===== config.mk =====
export PLATFORM = sky130hd
export DESIGN_NAME = spi_frame_rx
export DESIGN_NICKNAME = d
export VERILOG_FILES = /design/src/rtl/spi_frame_rx.sv
export SDC_FILE = /design/constraint.sdc
export NUM_CORES = 1
export LEC_CHECK = 0
export BUFFER_PORTS_ARGS = -buffer_cell sky130_fd_sc_hd__buf_2
export CAP_MARGIN = 25
export CORE_MARGIN = 3
export CORE_UTILIZATION = 50
export CTS_BUF_LIST = sky130_fd_sc_hd__clkbuf_8
export DETAILED_ROUTE_END_ITERATION = 8
export PLACE_DENSITY = 0.82
export SETUP_SLACK_MARGIN = 0.4
export SYNTH_ARGS = -nofsm -noshare
export SYNTH_HDL_FRONTEND = slang
export SYNTH_SLANG_ARGS = --single-unit

===== constraint.sdc =====
create_clock -name clk -period 2.9 [get_ports clk]
set_clock_uncertainty 0.1 [all_clocks]
set_input_delay 0.145 -clock clk [delete_from_list [all_inputs] [get_ports clk]]
set_output_delay 0.145 -clock clk [all_outputs]
set_load 0.05 [all_outputs]

===== src/rtl/spi_frame_rx.sv =====
// spi_frame_rx: oversampled DIN/SCLK/SYN frame receiver with a one-deep valid/ready output word.
// Optional macro SPI_RX_TIMEOUT_EN adds an SCLK inactivity timeout that aborts a stalled frame.
module spi_frame_rx #(
    parameter int DATA_W         = 32,
    parameter int SYNC_STAGES    = 2,
    parameter int TIMEOUT_CYCLES = 1024
) (
    input  logic              clk,
    input  logic              reset,
    input  logic              DIN,
    input  logic              SCLK,
    input  logic              SYN,
    output logic [DATA_W-1:0] rx_data,
    output logic              rx_valid,
    input  logic              rx_ready,
    output logic              rx_err,
    output logic              rx_ovf,
    output logic              busy
);

    localparam int CNT_W = $clog2(DATA_W + 2);

    localparam logic [1:0] ST_RESYNC = 2'd0;
    localparam logic [1:0] ST_IDLE   = 2'd1;
    localparam logic [1:0] ST_SHIFT  = 2'd2;

    localparam logic [CNT_W-1:0] CNT_FULL = CNT_W'(DATA_W);
    localparam logic [CNT_W-1:0] CNT_SAT  = CNT_W'(DATA_W + 1);

    logic [SYNC_STAGES-1:0] din_sync_q;
    logic [SYNC_STAGES-1:0] sclk_sync_q;
    logic [SYNC_STAGES-1:0] syn_sync_q;
    logic                   din_s;
    logic                   sclk_s;
    logic                   syn_s;

    logic sclk_p_q;
    logic syn_p_q;
    logic din_q;
    logic sclk_fall_q;
    logic syn_fall_q;
    logic syn_rise_q;

    logic [1:0]        state_q;
    logic [1:0]        state_d;
    logic [CNT_W-1:0]  cnt_q;
    logic [CNT_W-1:0]  cnt_d;
    logic [DATA_W-1:0] shreg_q;
    logic [DATA_W-1:0] shreg_d;
    logic [DATA_W-1:0] data_q;
    logic [DATA_W-1:0] data_d;
    logic              valid_q;
    logic              valid_d;
    logic              err_q;
    logic              err_d;
    logic              ovf_q;
    logic              ovf_d;
    logic              tmo_hit;

    // Input synchronizers; SYN resets low so the link stays ignored until it is really seen high
    always_ff @(posedge clk) begin
        if (reset) begin
            din_sync_q  <= '0;
            sclk_sync_q <= '1;
            syn_sync_q  <= '0;
        end else begin
            din_sync_q  <= {din_sync_q[SYNC_STAGES-2:0], DIN};
            sclk_sync_q <= {sclk_sync_q[SYNC_STAGES-2:0], SCLK};
            syn_sync_q  <= {syn_sync_q[SYNC_STAGES-2:0], SYN};
        end
    end

    assign din_s  = din_sync_q[SYNC_STAGES-1];
    assign sclk_s = sclk_sync_q[SYNC_STAGES-1];
    assign syn_s  = syn_sync_q[SYNC_STAGES-1];

    // Registered edge pulses; DIN is delayed alongside so it lines up with the SCLK fall pulse
    always_ff @(posedge clk) begin
        if (reset) begin
            sclk_p_q    <= 1'b1;
            syn_p_q     <= 1'b0;
            din_q       <= 1'b0;
            sclk_fall_q <= 1'b0;
            syn_fall_q  <= 1'b0;
            syn_rise_q  <= 1'b0;
        end else begin
            sclk_p_q    <= sclk_s;
            syn_p_q     <= syn_s;
            din_q       <= din_s;
            sclk_fall_q <= sclk_p_q & ~sclk_s;
            syn_fall_q  <= syn_p_q & ~syn_s;
            syn_rise_q  <= ~syn_p_q & syn_s;
        end
    end

`ifdef SPI_RX_TIMEOUT_EN
    localparam int TMO_W = $clog2(TIMEOUT_CYCLES + 1);

    logic [TMO_W-1:0] tmo_q;
    logic [TMO_W-1:0] tmo_d;

    // Cycles since entering SHIFT or since the last SCLK fall
    always_comb begin
        tmo_d = tmo_q + TMO_W'(1);
        if (state_q != ST_SHIFT || sclk_fall_q) begin
            tmo_d = '0;
        end
    end

    assign tmo_hit = (state_q == ST_SHIFT) && !sclk_fall_q &&
                     (tmo_q == TMO_W'(TIMEOUT_CYCLES - 1));

    // Timeout counter register
    always_ff @(posedge clk) begin
        if (reset) begin
            tmo_q <= '0;
        end else begin
            tmo_q <= tmo_d;
        end
    end
`else
    logic unused_tmo;
    assign unused_tmo = ^TIMEOUT_CYCLES;
    assign tmo_hit    = 1'b0;
`endif

    // Frame state machine, bit shifting, frame evaluation and output handshake
    always_comb begin
        state_d = state_q;
        cnt_d   = cnt_q;
        shreg_d = shreg_q;
        data_d  = data_q;
        valid_d = valid_q;
        err_d   = 1'b0;
        ovf_d   = 1'b0;

        if (valid_q && rx_ready) begin
            valid_d = 1'b0;
        end

        unique case (state_q)
            ST_RESYNC: begin
                cnt_d   = '0;
                shreg_d = '0;
                if (syn_p_q) begin
                    state_d = ST_IDLE;
                end
            end
            ST_IDLE: begin
                cnt_d   = '0;
                shreg_d = '0;
                if (syn_fall_q) begin
                    state_d = ST_SHIFT;
                end
            end
            ST_SHIFT: begin
                if (syn_rise_q) begin
                    // An SCLK fall in this same cycle is deliberately not counted
                    state_d = ST_IDLE;
                    if (cnt_q != CNT_FULL) begin
                        err_d = 1'b1;
                    end else if (!valid_q || rx_ready) begin
                        data_d  = shreg_q;
                        valid_d = 1'b1;
                    end else begin
                        ovf_d = 1'b1;
                    end
                end else if (tmo_hit) begin
                    err_d   = 1'b1;
                    state_d = ST_RESYNC;
                end else if (sclk_fall_q) begin
                    if (cnt_q < CNT_FULL) begin
                        shreg_d = {shreg_q[DATA_W-2:0], din_q};
                    end
                    if (cnt_q != CNT_SAT) begin
                        cnt_d = cnt_q + CNT_W'(1);
                    end
                end
            end
            default: begin
                state_d = ST_RESYNC;
            end
        endcase
    end

    // State and output registers
    always_ff @(posedge clk) begin
        if (reset) begin
            state_q <= ST_RESYNC;
            cnt_q   <= '0;
            shreg_q <= '0;
            data_q  <= '0;
            valid_q <= 1'b0;
            err_q   <= 1'b0;
            ovf_q   <= 1'b0;
        end else begin
            state_q <= state_d;
            cnt_q   <= cnt_d;
            shreg_q <= shreg_d;
            data_q  <= data_d;
            valid_q <= valid_d;
            err_q   <= err_d;
            ovf_q   <= ovf_d;
        end
    end

    assign rx_data  = data_q;
    assign rx_valid = valid_q;
    assign rx_err   = err_q;
    assign rx_ovf   = ovf_q;
    assign busy     = (state_q == ST_SHIFT);

endmodule


==> impl_results.html, run 1 <==
<table>
<tr><th>Metric</th><th>Value</th></tr>
<tr><th colspan="2">Status</th></tr>
<tr><td>Status</td><td>finished clean</td></tr>
<tr><th colspan="2">Setup path</th></tr>
<tr><td>Critical path startpoint category</td><td>register</td></tr>
<tr><td>Worst reg-to-reg setup slack</td><td>around 900 ps</td></tr>
<tr><td>Worst Setup Path Type</td><td>register to register</td></tr>
<tr><td>WP data required</td><td>just over 3000 ps</td></tr>
<tr><td>Arrival time worst endpoint</td><td>around 2200 ps</td></tr>
<tr><td>Category of the worst setup path capture point</td><td>register</td></tr>
<tr><td>Critical path peak fanout</td><td>25</td></tr>
<tr><td>Worst Reg2Reg Path Length in Cells</td><td>4</td></tr>
<tr><th colspan="2">STA</th></tr>
<tr><td>Final hold viol count</td><td>0</td></tr>
<tr><td>Transition at the pin with the smallest max-transition slack</td><td>between 700 and 800 ps</td></tr>
<tr><td>Setup TNS after final layout</td><td>0 ps</td></tr>
<tr><td>Final count of pins violating max slew</td><td>0</td></tr>
<tr><td>Unrepaired setup endpoints after global routing</td><td>no</td></tr>
<tr><td>Slack of the critical path</td><td>slightly above 900 ps</td></tr>
<tr><td>Min Tclk post-route</td><td>slightly below 2000 ps</td></tr>
<tr><td>Rel. slew slack</td><td>49.5%</td></tr>
<tr><td>Final setup fails</td><td>0</td></tr>
<tr><td>Period Utilization, post-route</td><td>between 60% and 70%</td></tr>
<tr><td>Max Freq</td><td>about 510 MHz</td></tr>
<tr><th colspan="2">Die</th></tr>
<tr><td>Ports</td><td>42</td></tr>
<tr><td>Die width</td><td>91.4 µm</td></tr>
<tr><td>Initial standard-cell utilization of the core</td><td>between 50% and 60%</td></tr>
<tr><td>Die area</td><td>between 8000 and 9000 µm²</td></tr>
<tr><td>Core area</td><td>roughly 7000 µm²</td></tr>
<tr><td>Row cnt</td><td>30</td></tr>
<tr><td>Die height</td><td>91.4 µm</td></tr>
<tr><th colspan="2">Yosys</th></tr>
<tr><td>Top post-synthesis cells by count</td><td>sky130_fd_sc_hd__dfxtp_1, sky130_fd_sc_hd__nand2_1, sky130_fd_sc_hd__a21oi_1</td></tr>
<tr><td>Part of the Yosys area used for sequential elements</td><td>between 40% and 50%</td></tr>
<tr><td>Number of synthesized flops with an enable pin</td><td>0</td></tr>
<tr><td>Async set-or-reset flop fraction in the synthesized netlist</td><td>0%</td></tr>
<tr><td>Dominant cell by count in the synthesized netlist</td><td>sky130_fd_sc_hd__dfxtp_1</td></tr>
<tr><td>Fraction of synthesized cell area taken by the top area cell type</td><td>between 40% and 50%</td></tr>
<tr><td>Top cells by area in the synthesized netlist</td><td>sky130_fd_sc_hd__dfxtp_1, sky130_fd_sc_hd__o41ai_2, sky130_fd_sc_hd__a21oi_1</td></tr>
<tr><td>Summed instance area of the synthesized netlist</td><td>approximately 3600 µm²</td></tr>
<tr><td>Distinct cells, synth</td><td>35</td></tr>
<tr><td>Synth Net Count</td><td>between 300 and 400</td></tr>
<tr><td>Post-Syn Area per Cell</td><td>~9.4 µm²</td></tr>
<tr><td>Library cell occupying the most area in the post-synthesis netlist</td><td>sky130_fd_sc_hd__dfxtp_1</td></tr>
<tr><td>Main synth FF type</td><td>sky130_fd_sc_hd__dfxtp_1</td></tr>
<tr><td>Post-synthesis cell count</td><td>a little under 400</td></tr>
<tr><td>Synth warn</td><td>0</td></tr>
<tr><td>Register bit total from synthesis</td><td>87</td></tr>
<tr><th colspan="2">Pwr</th></tr>
<tr><td>Overall Power</td><td>~2300 µW</td></tr>
<tr><td>Cell leakage power</td><td>approximately 0.0013 µW</td></tr>
<tr><td>Worst vdd rail ir drop</td><td>0.439 mV</td></tr>
<tr><td>Power density relative to cell area</td><td>552 nW/µm²</td></tr>
<tr><th colspan="2">Clocking</th></tr>
<tr><td>Clock tree from TritonCTS</td><td>yes</td></tr>
<tr><td>H-tree depth reported by CTS</td><td>3</td></tr>
<tr><td>Clock network latency to the later pin of the worst-skew pair</td><td>350 ps</td></tr>
<tr><td>Clock Sink Count</td><td>87</td></tr>
<tr><td>CTS clk-pin slew, worst paths</td><td>~80 ps</td></tr>
<tr><td>Maximum buffer depth of the clock tree</td><td>2</td></tr>
<tr><td>Num CTS Buffers</td><td>9</td></tr>
<tr><td>Clk Tree Root Cell</td><td>sky130_fd_sc_hd__clkbuf_8</td></tr>
<tr><td>Post-CTS Setup Bufs</td><td>0</td></tr>
<tr><th colspan="2">GRT</th></tr>
<tr><td>GR Overflow Total</td><td>0</td></tr>
<tr><td>Overall track demand over capacity in global routing</td><td>around a fifth</td></tr>
<tr><td>Vias in the first global route</td><td>roughly 2.8k</td></tr>
<tr><td>Initial antenna violation count</td><td>0</td></tr>
<tr><td>Maximum number of pins on one net before global-route repair</td><td>37</td></tr>
<tr><td>First-pass GRT wire length</td><td>around 13,000 µm</td></tr>
<tr><th colspan="2">Routing</th></tr>
<tr><td>TritonRoute pass-1 iters</td><td>4</td></tr>
<tr><td>Vias post-DR</td><td>2,939</td></tr>
<tr><td>Total detailed-routing wirelength</td><td>between 7000 and 8000 µm</td></tr>
<tr><td>Vias per std cell</td><td>5.77</td></tr>
<tr><td>Violation count after the first detailed-route iteration</td><td>between 200 and 300</td></tr>
<tr><td>Wire length per cell after detailed routing</td><td>roughly 15 µm</td></tr>
<tr><td>Post-DRT Antenna Nets</td><td>0</td></tr>
<tr><td>Number of remaining DRC errors</td><td>0</td></tr>
<tr><th colspan="2">Place</th></tr>
<tr><td>Weighted congestion at the end of routability-driven global placement</td><td>about 0.74</td></tr>
<tr><td>Hpwl dp</td><td>4820 µm</td></tr>
<tr><td># port buffers</td><td>41</td></tr>
<tr><td>Setup Slack @ Placement</td><td>~950 ps</td></tr>
<tr><td>Number of placed instances with taps included</td><td>491</td></tr>
<tr><th colspan="2">Layout</th></tr>
<tr><td>Final std cells w/o fill</td><td>509</td></tr>
<tr><td>Layout fillers</td><td>between 500 and 600</td></tr>
<tr><td>Ant. Diodes</td><td>0</td></tr>
<tr><td>Area growth from synthesis to layout</td><td>14.3%</td></tr>
<tr><td>Final nets</td><td>between 400 and 500</td></tr>
<tr><td>Layout Utilization</td><td>60.0%</td></tr>
<tr><td>Share of post-route cells with drive strength above 1</td><td>25.2%</td></tr>
<tr><th colspan="2">Worst hold path</th></tr>
<tr><td>Hold crit path type</td><td>input pin to register</td></tr>
<tr><td>Cell depth of the worst min-delay path</td><td>2</td></tr>
<tr><th colspan="2">Flow run</th></tr>
<tr><td>Number of max-capacitance violations reported</td><td>0</td></tr>
</table>
==> worst max-delay path, stage by stage (launching register included) <==
cell                      delay [ps]
sky130_fd_sc_hd__dfxtp_1         440
sky130_fd_sc_hd__nor4b_4         610
sky130_fd_sc_hd__buf_4           410
sky130_fd_sc_hd__nand4_1         160
sky130_fd_sc_hd__a21oi_1         170
==> worst paths after layout <==
kind	from	to
worst max register to register	cnt_q[5]	rx_data[2]
worst min register to register	syn_sync_q[1]	syn_fall_q
worst max-delay path	cnt_q[5]	rx_data[2]
worst min-delay path	reset	state_q[0]
==> state kept, by name, summed over array words and instances (netlist names) <==
| name | flops |
|---|---|
| din_q | 1 |
| syn_sync_q | 2 |
| sclk_fall_q | 1 |
| shreg_q | 32 |
| din_sync_q | 2 |
| cnt_q | 6 |
| state_q | 2 |
| rx_err | 1 |
| sclk_sync_q | 2 |
| rx_valid | 1 |
| syn_fall_q | 1 |
| syn_p_q | 1 |
| syn_rise_q | 1 |
| sclk_p_q | 1 |
| rx_data | 32 |
| rx_ovf | 1 |
==> logic make-up after synthesis <==
logic type	after synthesis	share of synthesized area, %
AOI/OAI and AO/OA	108	24.6
DFF	87	47.8
adders and majority gates	3	1.03
and+or+nand+nor	138	19.8
buffers and inverters	47	5.63
muxes	4	1.13
==> routing by layer <==
layer  track usage (%)  vias to the layer above  share of wire, %
li1                  -                     1438                 -
met1              23.4                     1405                43
met2              31.9                       90                48
met3              6.21                        6               7.7
met4              6.28                        0               1.1
met5                 0                        -                 0
==> where the power goes <==
part / switching, µW / total (µW) / leakage (µW) / internal, µW
logic: 21.5 / 34.6 / 0.000503 / 13.1
clock network: 407 / 1060 / 0.000129 / 654
registers: 3.92 / 1200 / 0.000702 / 1200
==> through the flow <==
stage	hold WS [ps]	cell area, µm²
after floorplan	124	3640
final	100	4170
after CTS	81.1	4170
after global routing	92.4	4170
after detailed placement	233	3880
after global placement	228	3860
==> placed cells by master, fill, tap and decap left out, types with 2 or more instances in the layout <==
cell type	count
sky130_fd_sc_hd__nand2_1	72
sky130_fd_sc_hd__dfxtp_1	87
sky130_fd_sc_hd__nor2b_1	9
sky130_fd_sc_hd__nor2_1	3
sky130_fd_sc_hd__ha_1	3
sky130_fd_sc_hd__mux2i_1	3
sky130_fd_sc_hd__or3_1	2
sky130_fd_sc_hd__or2_2	3
sky130_fd_sc_hd__buf_2	41
sky130_fd_sc_hd__bufinv_16	4
sky130_fd_sc_hd__o41ai_2	30
sky130_fd_sc_hd__inv_1	4
sky130_fd_sc_hd__nand2b_1	3
sky130_fd_sc_hd__o21ai_0	2
sky130_fd_sc_hd__dlygate4sd3_1	3
sky130_fd_sc_hd__clkbuf_8	9
sky130_fd_sc_hd__nor4b_4	2
sky130_fd_sc_hd__buf_4	9
sky130_fd_sc_hd__nand3b_1	2
sky130_fd_sc_hd__nand4_1	32
sky130_fd_sc_hd__o41ai_1	2
sky130_fd_sc_hd__a21oi_1	71
==> cell type report <==
class | instances | area [µm²] | share of cell area (%)
Timing Repair Buffer | 54 | 318 | 7.63
Clock inverter | 6 | 134 | 3.21
Tap cell | 96 | 120 | 2.88
Multi-Input combinational cell | 253 | 1710 | 41.1
Clock buffer | 9 | 124 | 2.97
Inverter | 4 | 15.0 | 0.360
Sequential cell | 87 | 1740 | 41.8
==> what timing repair did <==
| item | in CTS | in global routing |
|---|---|---|
| hold buffers | 3 | 0 |
| endpoints found under the hold margin | 3 | 0 |
| gates resized for setup | 0 | 0 |
Note: power is estimated with default switching activity, not from simulation.
==> run 2: changes to the inputs <==
ABC_AREA = 1   (was not set)
clock period = 2 ns   (was 2.9 ns; I/O delays follow)
==> run 2 against run 1 <==
Hold slack improved by 210 ps. Design area rose by 3.0%. Utilization rose by 1.8 points. Sequential cell count did not move. Global-route usage fell by 2.6 points. Total power rose by 26%. First-iteration DRC count fell by 49%. Largest power group unchanged. Register-to-register slack got worse by 460 ps. Die area rose by 0.90%. Largest cell class unchanged.
==> impl_results.html, run 2 <==
<table>
<tr><th>Metric</th><th>Value</th></tr>
<tr><th colspan="2">Status</th></tr>
<tr><td>Status</td><td>finished clean</td></tr>
<tr><th colspan="2">Setup path</th></tr>
<tr><td>Worst Setup Path Type</td><td>register to register</td></tr>
<tr><td>Worst Reg2Reg Path Length in Cells</td><td>9 (+5)</td></tr>
<tr><td>Cell with the biggest individual delay on the critical path</td><td>sky130_fd_sc_hd__dfxtp_2</td></tr>
<tr><td>Arrival time worst endpoint</td><td>1720 ps (-430 ps)</td></tr>
<tr><td>Crit-path cells</td><td>inv_1, ha_1, nand3_2, nor2_4, buf_4, nand2_4, nand2_1, inv_1, nor2_1</td></tr>
<tr><td>Crit-path leading delay family</td><td>simple AND/OR/NAND/NOR gates</td></tr>
<tr><td>Category of the worst setup path capture point</td><td>register</td></tr>
<tr><td>Critical path peak fanout</td><td>8 (-68%)</td></tr>
<tr><td>Crit-path max cell delay</td><td>350 ps (-260 ps)</td></tr>
<tr><td>Beginning of the worst register-to-register path</td><td>cnt_q[0]</td></tr>
<tr><td>Cell mode on critical path</td><td>sky130_fd_sc_hd__inv_1</td></tr>
<tr><td>Worst reg-to-reg setup slack</td><td>460 ps (-460 ps)</td></tr>
<tr><td>Worst Path Buf+Inv</td><td>3 (+2)</td></tr>
<tr><td>Crit Reg-Reg Endpoint</td><td>rx_data[18]</td></tr>
<tr><td>WP data required</td><td>2180 ps (-890 ps)</td></tr>
<tr><td>Worst path depth</td><td>9 (+5)</td></tr>
<tr><td>Critical path startpoint category</td><td>register</td></tr>
<tr><th colspan="2">Worst hold path</th></tr>
<tr><td>Cell depth of the worst min-delay path</td><td>2 (unchanged)</td></tr>
<tr><td>Endpoint with the worst hold slack</td><td>din_q</td></tr>
<tr><td>Hold path startpoint</td><td>din_sync_q[1]</td></tr>
<tr><td>Hold crit path type</td><td>register to register</td></tr>
<tr><th colspan="2">GRT</th></tr>
<tr><td>Initial antenna violation count</td><td>0 (unchanged)</td></tr>
<tr><td>Overall track demand over capacity in global routing</td><td>16.5% (-2.6 points)</td></tr>
<tr><td>Vias in the first global route</td><td>2,828 (+2.5%)</td></tr>
<tr><td>GR Overflow Total</td><td>0 (unchanged)</td></tr>
<tr><td>First-pass GRT wire length</td><td>11,600 µm (-11%)</td></tr>
<tr><td>Maximum number of pins on one net before global-route repair</td><td>36 (-2.7%)</td></tr>
<tr><th colspan="2">Clocking</th></tr>
<tr><td>Num CTS Buffers</td><td>9 (unchanged)</td></tr>
<tr><td>Clock Sink Count</td><td>87 (unchanged)</td></tr>
<tr><td>Clk Tree Root Cell</td><td>sky130_fd_sc_hd__clkbuf_8</td></tr>
<tr><td>H-tree depth reported by CTS</td><td>3 (unchanged)</td></tr>
<tr><td>Clock network latency to the later pin of the worst-skew pair</td><td>340 ps (about the same)</td></tr>
<tr><td>Maximum buffer depth of the clock tree</td><td>2 (unchanged)</td></tr>
<tr><td>Clock tree from TritonCTS</td><td>yes</td></tr>
<tr><td>CTS clk-pin slew, worst paths</td><td>80 ps (about the same)</td></tr>
<tr><th colspan="2">Routing</th></tr>
<tr><td>Total detailed-routing wirelength</td><td>7010 µm (-8.6%)</td></tr>
<tr><td>Violation count after the first detailed-route iteration</td><td>133 (-49%)</td></tr>
<tr><td>Number of remaining DRC errors</td><td>0 (unchanged)</td></tr>
<tr><td>Post-DRT Antenna Nets</td><td>0 (unchanged)</td></tr>
<tr><td>Wire length per cell after detailed routing</td><td>10.1 µm (-33%)</td></tr>
<tr><td>Vias post-DR</td><td>3,166 (+7.7%)</td></tr>
<tr><td>TritonRoute pass-1 iters</td><td>5 (+1)</td></tr>
<tr><td>Vias per std cell</td><td>4.56 (-21%)</td></tr>
<tr><th colspan="2">Flow run</th></tr>
<tr><td>Number of max-capacitance violations reported</td><td>0 (unchanged)</td></tr>
<tr><th colspan="2">Layout</th></tr>
<tr><td>Most frequent cells in the layout</td><td>sky130_fd_sc_hd__nand2_1, sky130_fd_sc_hd__inv_1, sky130_fd_sc_hd__dfxtp_1, sky130_fd_sc_hd__nor2_1, sky130_fd_sc_hd__nand3_1</td></tr>
<tr><td>Final std cells w/o fill</td><td>694 (+36%)</td></tr>
<tr><td>Share of post-route cells with drive strength above 1</td><td>16.4% (-8.8 points)</td></tr>
<tr><td>Layout Cell Area excl Fill</td><td>4290 µm² (+3.0%)</td></tr>
<tr><td>Most common cell after layout, fill and taps aside</td><td>sky130_fd_sc_hd__nand2_1</td></tr>
<tr><td>Area growth from synthesis to layout</td><td>16.6%</td></tr>
<tr><td>Final nets</td><td>602 (+44%)</td></tr>
<tr><td>Ant. Diodes</td><td>0 (unchanged)</td></tr>
<tr><th colspan="2">STA</th></tr>
<tr><td>Period Utilization, post-route</td><td>76.9% (+8.7 points)</td></tr>
<tr><td>Rel. slew slack</td><td>69.4% (+20 points)</td></tr>
<tr><td>Final count of pins violating max slew</td><td>0 (unchanged)</td></tr>
<tr><td>Unrepaired setup endpoints after global routing</td><td>yes</td></tr>
<tr><td>Final hold viol count</td><td>0 (unchanged)</td></tr>
<tr><td>Min Tclk post-route</td><td>1540 ps (-439 ps)</td></tr>
<tr><td>Slack of the critical path</td><td>463 ps (-461 ps)</td></tr>
<tr><td>Final setup fails</td><td>0 (unchanged)</td></tr>
<tr><td>Setup TNS after final layout</td><td>0 ps (unchanged)</td></tr>
<tr><td>Max Freq</td><td>650 MHz (+29%)</td></tr>
<tr><td>Transition at the pin with the smallest max-transition slack</td><td>458 ps (-300 ps)</td></tr>
<tr><th colspan="2">Yosys</th></tr>
<tr><td>Async set-or-reset flop fraction in the synthesized netlist</td><td>0% (unchanged)</td></tr>
<tr><td>Top post-synthesis cells by count</td><td>sky130_fd_sc_hd__nand2_1, sky130_fd_sc_hd__inv_1, sky130_fd_sc_hd__dfxtp_1</td></tr>
<tr><td>Synth Net Count</td><td>551 (+39%)</td></tr>
<tr><td>Top cells by area in the synthesized netlist</td><td>sky130_fd_sc_hd__dfxtp_1, sky130_fd_sc_hd__nand2_1, sky130_fd_sc_hd__inv_1</td></tr>
<tr><td>Summed instance area of the synthesized netlist</td><td>3680 µm² (+0.96%)</td></tr>
<tr><td>Dominant cell by count in the synthesized netlist</td><td>sky130_fd_sc_hd__nand2_1</td></tr>
<tr><td>Post-Syn Area per Cell</td><td>6.79 µm² (-28%)</td></tr>
<tr><td>Register bit total from synthesis</td><td>87 (unchanged)</td></tr>
<tr><td>Main synth FF type</td><td>sky130_fd_sc_hd__dfxtp_1</td></tr>
<tr><td>Library cell occupying the most area in the post-synthesis netlist</td><td>sky130_fd_sc_hd__dfxtp_1</td></tr>
<tr><td>Distinct cells, synth</td><td>25 (-29%)</td></tr>
<tr><td>Number of synthesized flops with an enable pin</td><td>0 (unchanged)</td></tr>
<tr><td>Part of the Yosys area used for sequential elements</td><td>47.3% (-0.46 points)</td></tr>
<tr><td>Fraction of synthesized cell area taken by the top area cell type</td><td>47.3% (-0.46 points)</td></tr>
<tr><td>Post-synthesis cell count</td><td>542 (+40%)</td></tr>
<tr><td>Synth warn</td><td>0 (unchanged)</td></tr>
<tr><th colspan="2">Pwr</th></tr>
<tr><td>Internal</td><td>2280 µW (+22%)</td></tr>
<tr><td>Clock share of power</td><td>37.1% (-9.1 points)</td></tr>
<tr><td>Cell leakage power</td><td>0.00187 µW (+40%)</td></tr>
<tr><td>Proportion of power drawn by flip-flops and latches</td><td>60.3% (+8.0 points)</td></tr>
<tr><td>Net switching power</td><td>618 µW (+43%)</td></tr>
<tr><td>Fraction of power consumed by combinational cells</td><td>2.6% (+1.1 points)</td></tr>
<tr><td>Power density relative to cell area</td><td>675 nW/µm² (+22%)</td></tr>
<tr><td>Worst vdd rail ir drop</td><td>0.425 mV (-3.1%)</td></tr>
<tr><td>Net switching share of the total power</td><td>21.4% (+2.6 points)</td></tr>
<tr><th colspan="2">Place</th></tr>
<tr><td>Setup Slack @ Placement</td><td>435 ps (-518 ps)</td></tr>
<tr><td>Number of placed instances with taps included</td><td>666 (+36%)</td></tr>
<tr><td>Hpwl dp</td><td>4540 µm (-5.8%)</td></tr>
<tr><td>Placed Instance Area</td><td>3960 µm² (+2.2%)</td></tr>
<tr><td>Weighted congestion at the end of routability-driven global placement</td><td>0.786 (+6.4%)</td></tr>
<tr><td># port buffers</td><td>41 (unchanged)</td></tr>
<tr><th colspan="2">Die</th></tr>
<tr><td>Die height</td><td>91.8 µm (+0.45%)</td></tr>
<tr><td>Die area</td><td>8420 µm² (+0.90%)</td></tr>
<tr><td>Ports</td><td>42 (unchanged)</td></tr>
<tr><td>Die width</td><td>91.8 µm (+0.45%)</td></tr>
<tr><td>Row cnt</td><td>30 (unchanged)</td></tr>
<tr><td>Core area</td><td>6940 µm² (unchanged)</td></tr>
<tr><td>Initial standard-cell utilization of the core</td><td>53.0% (+0.50 points)</td></tr>
</table>
==> run 2: layer usage <==
| metal | up-vias | wire (µm) | track usage [%] | share of wire (%) |
|---|---|---|---|---|
| met5 | - | 0 | 0 | 0 |
| met4 | 0 | 73 | 4.58 | 1.0 |
| met3 | 9 | 304 | 4.43 | 4.3 |
| met2 | 58 | 3470 | 30.4 | 50 |
| met1 | 1409 | 3160 | 18.6 | 45 |
| li1 | 1690 | - | - | - |
==> run 2: logic make-up (layout without fill, tap and decap cells) <==
kind of cell | after synthesis | in the layout | synth area share [%]
adders and majority gates | 3 | 3 | 1.02
buffers and inverters | 148 | 202 | 16.1
AOI/OAI and AO/OA | 40 | 40 | 5.61
and+or+nand+nor | 264 | 266 | 29.9
DFF | 87 | 87 | 47.3
==> run 2: timing repair <==
action,4_1_cts,5_1_grt
endpoints found under the setup margin,0,49
gates resized for setup,0,12
hold buffers,6,0
buffers inserted,0,4
hold endpoints to repair,8,0
==> run 2: through the flow <==
step                      util [%]  hold WS (ps)  total power [µW]
after floorplan                  -           104              1830
after global placement        57.1           188              1850
after detailed placement      57.1           188              1850
after CTS                     60.5           256              2930
after global routing          61.8           328              3010
final                         61.8           306              2890
==> run 2: final cells by class <==
cell class / instances / area (µm²)
clock buffers: 11 / 151
clock inverters: 5 / 25.0
fillers: 638 / 2660
inverters: 123 / 462
multi-input cells: 309 / 1390
flip-flops and latches: 87 / 1750
well taps: 96 / 120
repair buffers: 63 / 398
==> run 2: worst max path at each step <==
stage,start,end
after global routing,cnt_q[0],rx_data[28]
final,cnt_q[0],rx_data[18]
after detailed placement,cnt_q[0],rx_data[3]
after floorplan,state_q[0],rx_data[10]
after CTS,cnt_q[0],rx_data[3]
after global placement,cnt_q[0],rx_data[2]
==> run 2: worst register-to-register path, cell delays in order (launching register included) <==
cell and delay [ps]:
sky130_fd_sc_hd__dfxtp_2 350, sky130_fd_sc_hd__inv_1 80, sky130_fd_sc_hd__ha_1 150, sky130_fd_sc_hd__nand3_2 100, sky130_fd_sc_hd__nor2_4 160, sky130_fd_sc_hd__buf_4 180, sky130_fd_sc_hd__nand2_4 120, sky130_fd_sc_hd__nand2_1 110
sky130_fd_sc_hd__inv_1 40, sky130_fd_sc_hd__nor2_1 90
==> run 2: power groups by stage <==
stage	clock, µW	combinational (µW)	sequential, µW
finish	1070	75.8	1740
global route	1180	86.3	1740
CTS	1110	76.1	1740
detailed placement	0	67.2	1780
global placement	0	66.0	1780
floorplan	0	50.0	1780
